File: config.mk
export PLATFORM = sky130hd
export DESIGN_NAME = id_ex_hazard_ctrl
export DESIGN_NICKNAME = d
export VERILOG_FILES = /design/src/rtl/id_ex_hazard_ctrl.sv
export SDC_FILE = /design/constraint.sdc
export NUM_CORES = 1
export LEC_CHECK = 0
export CAP_MARGIN = 30
export CELL_PAD_IN_SITES_DETAIL_PLACEMENT = 1
export CELL_PAD_IN_SITES_GLOBAL_PLACEMENT = 1
export CORE_UTILIZATION = 34
export DETAILED_ROUTE_END_ITERATION = 7
export PLACE_DENSITY = 0.78
export SETUP_SLACK_MARGIN = 0.5
export SLEW_MARGIN = 20
export SYNTH_ARGS = -nofsm -noshare
export SYNTH_HDL_FRONTEND = slang
export SYNTH_SLANG_ARGS = --single-unit
File: constraint.sdc
create_clock -name clk -period 2.55 [get_ports clk]
set_clock_uncertainty 0.15 [all_clocks]
set_input_delay 0.3825 -clock clk [delete_from_list [all_inputs] [get_ports clk]]
set_output_delay 0.3825 -clock clk [all_outputs]
set_load 0.05 [all_outputs]
File: src/rtl/id_ex_hazard_ctrl.sv
// id_ex_hazard_ctrl: ID/EX hazard control with load-use stall, branch flush and saturating perf counters
module id_ex_hazard_ctrl #(
    parameter int FLUSH_EXTRA = 1,
    parameter int CNT_W = 16
) (
    input  logic             clk,
    input  logic             reset,
    input  logic [4:0]       id_rs,
    input  logic [4:0]       id_rt,
    input  logic             id_uses_rt,
    input  logic [4:0]       ex_rt,
    input  logic             ex_mem_read,
    input  logic             branch_taken,
    input  logic             mem_stall,
    output logic             pc_write,
    output logic             ifid_write,
    output logic             ifid_flush,
    output logic             idex_write,
    output logic             idex_bubble,
    output logic             busy_flush,
    output logic [CNT_W-1:0] stall_cycles,
    output logic [CNT_W-1:0] flush_events
);
    typedef enum logic {RUN, FLUSH} state_t;
    state_t state;
    logic [2:0] flush_left;
    logic lu, in_flush, stall_ev;
    assign lu = ex_mem_read && ex_rt != 5'd0 && (ex_rt == id_rs || (id_uses_rt && ex_rt == id_rt));
    assign in_flush = state == FLUSH;
    assign stall_ev = !mem_stall && !in_flush && !branch_taken && lu;
    // a frozen front end (mem_stall) drops every enable and flush; reset forces a clean bubble
    assign pc_write = reset || !(mem_stall || stall_ev);
    assign ifid_write = pc_write;
    assign idex_write = reset || !mem_stall;
    assign ifid_flush = reset || (!mem_stall && (in_flush || branch_taken));
    assign idex_bubble = reset || (!mem_stall && (in_flush || branch_taken || lu));
    assign busy_flush = !reset && in_flush;
    always_ff @(posedge clk) begin
        if (reset) begin
            state <= RUN;
            flush_left <= 3'd0;
            stall_cycles <= '0;
            flush_events <= '0;
        end else if (!mem_stall) begin
            if (in_flush) begin
                flush_left <= flush_left - 3'd1;
                if (flush_left == 3'd1) state <= RUN;
            end else if (branch_taken) begin
                if (FLUSH_EXTRA > 0) begin
                    state <= FLUSH;
                    flush_left <= 3'(FLUSH_EXTRA);
                end
                if (flush_events != '1) flush_events <= flush_events + CNT_W'(1);
            end else if (lu && stall_cycles != '1) begin
                stall_cycles <= stall_cycles + CNT_W'(1);
            end
        end
    end
endmodule
==> flow_metrics.env <==
export IMPL_hold_buffers=0
export IMPL_num_io_pins=59
export IMPL_p_per_area_mw_per_mm2=365.1
export IMPL_final_util_pct=57.19
export IMPL_slowest_delay_ns=0.30
export IMPL_grt_pass1_wl_mm=9.922
export IMPL_yosys_top_cells_area="dfxtp_1 (35%), xor2_1 (7.3%), nor2_1 (5.3%)"
export IMPL_grt_pass1_vias=2034
export IMPL_drtAntennaViolNets=0
export IMPL_crit_start="id_rt[2]"
export IMPL_avgSynthCellArea_um2=8.180
export IMPL_status="finished, final reports clean"
export IMPL_grt_usage_pct=20.10
export IMPL_firstDrtPassIters=4
export IMPL_num_nets_final=348
export IMPL_gp_congestion=0.7768
export IMPL_use_met2_pct=35.56
export IMPL_path_delay_family="buffers and inverters"
export IMPL_holdCritPathClass="reg2reg"
export IMPL_cts_buffer_depth=2
export IMPL_routed_wl_mm=6.770
export IMPL_required_ns=2.02
export IMPL_final_min_clock_period_ns=2.239
export IMPL_drc=0
export IMPL_path_max_fanout=2
export IMPL_grtUsageMet1_pct=24.65
export IMPL_reg2reg_from="in_flush"
export IMPL_use_met3_pct=3.657
export IMPL_via_count=2147
export IMPL_cp_buffers_inverters=3
export IMPL_fin_setup_tns_ns=0
export IMPL_numCtsBuffers=5
export IMPL_cts_root_buf="clkbuf_8"
export IMPL_yosys_warnings=0
export IMPL_crit_arrival_ns=1.71
export IMPL_dp_cells=383
export IMPL_clock_sinks=36
export IMPL_dieArea_mm2=0.006354
export IMPL_yosysTopAreaCell="dfxtp_1"
export IMPL_setup_worst_path_end_class="output port"
export IMPL_syn_area_mm2=0.002053
export IMPL_syn2layout_area_growth_pct=58.07
export IMPL_insertion_delay_ns=0.29
export IMPL_synth_edf_count=0
export IMPL_cts_tree="yes"
export IMPL_tightest_slew_ns=0.5316
export IMPL_grt_most_used_layer="met2"
export IMPL_place_area_mm2=0.002907
export IMPL_placementRows=27
export IMPL_hpwl_mm=4.431
export IMPL_synth_cells=251
export IMPL_worstPathCellList="buf_6 > xor2_1 > nor4_1 > a32oi_1 > buf_4 > o21ai_4 > nand2_4 > buf_12"
export IMPL_timing_max_cap_violations=0
export IMPL_setup_violations=0
export IMPL_layout_drive_gt1_share_pct=32.72
export IMPL_start_util_pct=36.18
export IMPL_die_width_um=79.71
export IMPL_antenna_found_initial=0
export IMPL_seq_area_frac_synth_pct=35.10
export IMPL_vias_per_cell=5.422
export IMPL_path_class="in2out"
export IMPL_max_slew_margin_pct=64.50
export IMPL_synth_top_area_share_pct=35.10
export IMPL_p_leak_nw=1.321
export IMPL_overflow=0
export IMPL_h_tree_depth=2
export IMPL_finalCritPeriodShare_pct=87.79
export IMPL_crit_slowest_cell="nor4_1"
export IMPL_cts_clk_slew_worst_paths_ns=0.07
export IMPL_core_area_mm2=0.005675
export IMPL_cp_start_kind="input pin"
export IMPL_fin_area_mm2=0.003246
export IMPL_wl_per_cell_um=17.10
export IMPL_final_instance_count_excl_fill=396
export IMPL_ir_drop_mv=0.2634
export IMPL_p_total_mw=1.185
export IMPL_synth_nets=276
export IMPL_synthArstFlopShare_pct=0
export IMPL_rsz0062_at_grt="yes"
export IMPL_numPortBuffers=58
export IMPL_synth_seq_cells=36
export IMPL_maxSlewViolCount=0
export IMPL_dieHeight_um=79.71
export IMPL_finalHoldViolations=0
export IMPL_max_freq_mhz=446.7
export IMPL_drt_iter0_markers=51
export IMPL_synth_flop_cell="dfxtp_1"
export IMPL_grt_max_degree=43
export IMPL_min_delay_start="flush_left[1]"
export IMPL_antennaDiodeCount=0
export IMPL_synth_distinct_cells=45
-- power by group --
part | leakage (nW) | internal (mW) | switching (mW)
registers | 0.306 | 0.565 | 0.00870
logic | 0.975 | 0.101 | 0.114
clock network | 0.0399 | 0.190 | 0.205
total | 1.32 | 0.857 | 0.328
-- worst reg2reg max path: cells and delay by family (launching register included) --
| family | cells | cell delay [ns] |
|---|---|---|
| simple gates | 2 | 0.77 |
| compound gates | 3 | 0.46 |
| flops | 1 | 0.38 |
| buf+inv | 1 | 0.18 |
-- kinds of logic (layout without fill, tap and decap cells) --
logic type               count (synthesis)  count (layout)  share of synthesized area (%)
AO/OA/AOI/OAI                           45              45                          14.08
adder cells (fa/ha/maj)                  4               4                          2.438
buffers and inverters                   22              95                          4.875
XOR/XNOR                                21              21                          8.958
AND/OR/NAND/NOR                        116             116                          30.71
flip-flops                              36              36                          35.10
multiplexers                             7               7                          3.839
-- routing by layer --
layer | vias up | wire (um)
li1 | 1047 | -
met3 | 7 | 240
met1 | 1049 | 3077
met4 | 0 | 62
met2 | 44 | 3389
met5 | - | 0
-- metrics by stage --
stage                     hold slack, ns  setup WS, ns
after floorplan                   0.3070        0.2460
after global placement            0.3252      -0.09366
after detailed placement          0.3380       -0.2104
after CTS                         0.3488        0.3695
after global routing              0.3816        0.2432
final                             0.3525        0.3114
-- area by class of cell --
class / count / area, um^2
clock buffer: 7 / 76.32
clock inverter: 1 / 3.754
fill: 649 / 2430
inverter: 10 / 37.54
multi-input combinational: 193 / 1425
sequential: 36 / 767.0
tap: 72 / 90.09
timing repair buffer: 77 / 845.8
-- cell usage in the layout (no fill, tap or decap), drive strengths merged, types with 11 or more instances in the layout --
| cell | n |
|---|---|
| or4 | 12 |
| a21oi | 14 |
| buf | 32 |
| clkdlybuf4s50 | 20 |
| o31ai | 11 |
| xor2 | 17 |
| dfxtp | 36 |
| nor2 | 29 |
| dlygate4sd2 | 12 |
| nand2 | 16 |
| nand3 | 11 |
-- repair_timing --
action,CTS,global route
cloned,0,2
buffers inserted,2,1
pin swaps,18,25
resized for setup,75,39
hold endpoints to repair,0,0
endpoints found under the setup margin,38,31
-- sequential cells by signal, summed over array words and instances (netlist names) --
register	count
flush_left	3
flush_events	16
in_flush	1
stall_cycles	16
-- synthesized netlist by cell type, types with 2 or more instances --
library cell   n
dfxtp_1       36
nor2_1        29
xor2_1        17
nand2_1       16
a21oi_1       14
or4_1         12
nand3_1       11
o31ai_1       11
inv_1         10
nor3_1         9
nand4_1        8
o21ai_0        8
and3_1         5
clkbuf_1       5
buf_2          4
ha_1           4
nor2b_1        4
o211ai_1       4
xnor2_1        4
and2_1         3
and4_1         3
mux2i_1        3
nand2b_1       3
nor4_1         3
mux2_2         2
nor3b_1        2
o21ai_2        2
or3_1          2
-- worst paths after layout --
kind                                   endpoint  slack (ns)  cells after the start
worst max-delay path                 ifid_write        0.31                      8
worst min-delay path              flush_left[1]        0.35                      2
worst max register to register  stall_cycles[9]        0.55                      6
worst min register to register    flush_left[1]        0.35                      2
Note: power is estimated with default switching activity, not from simulation.
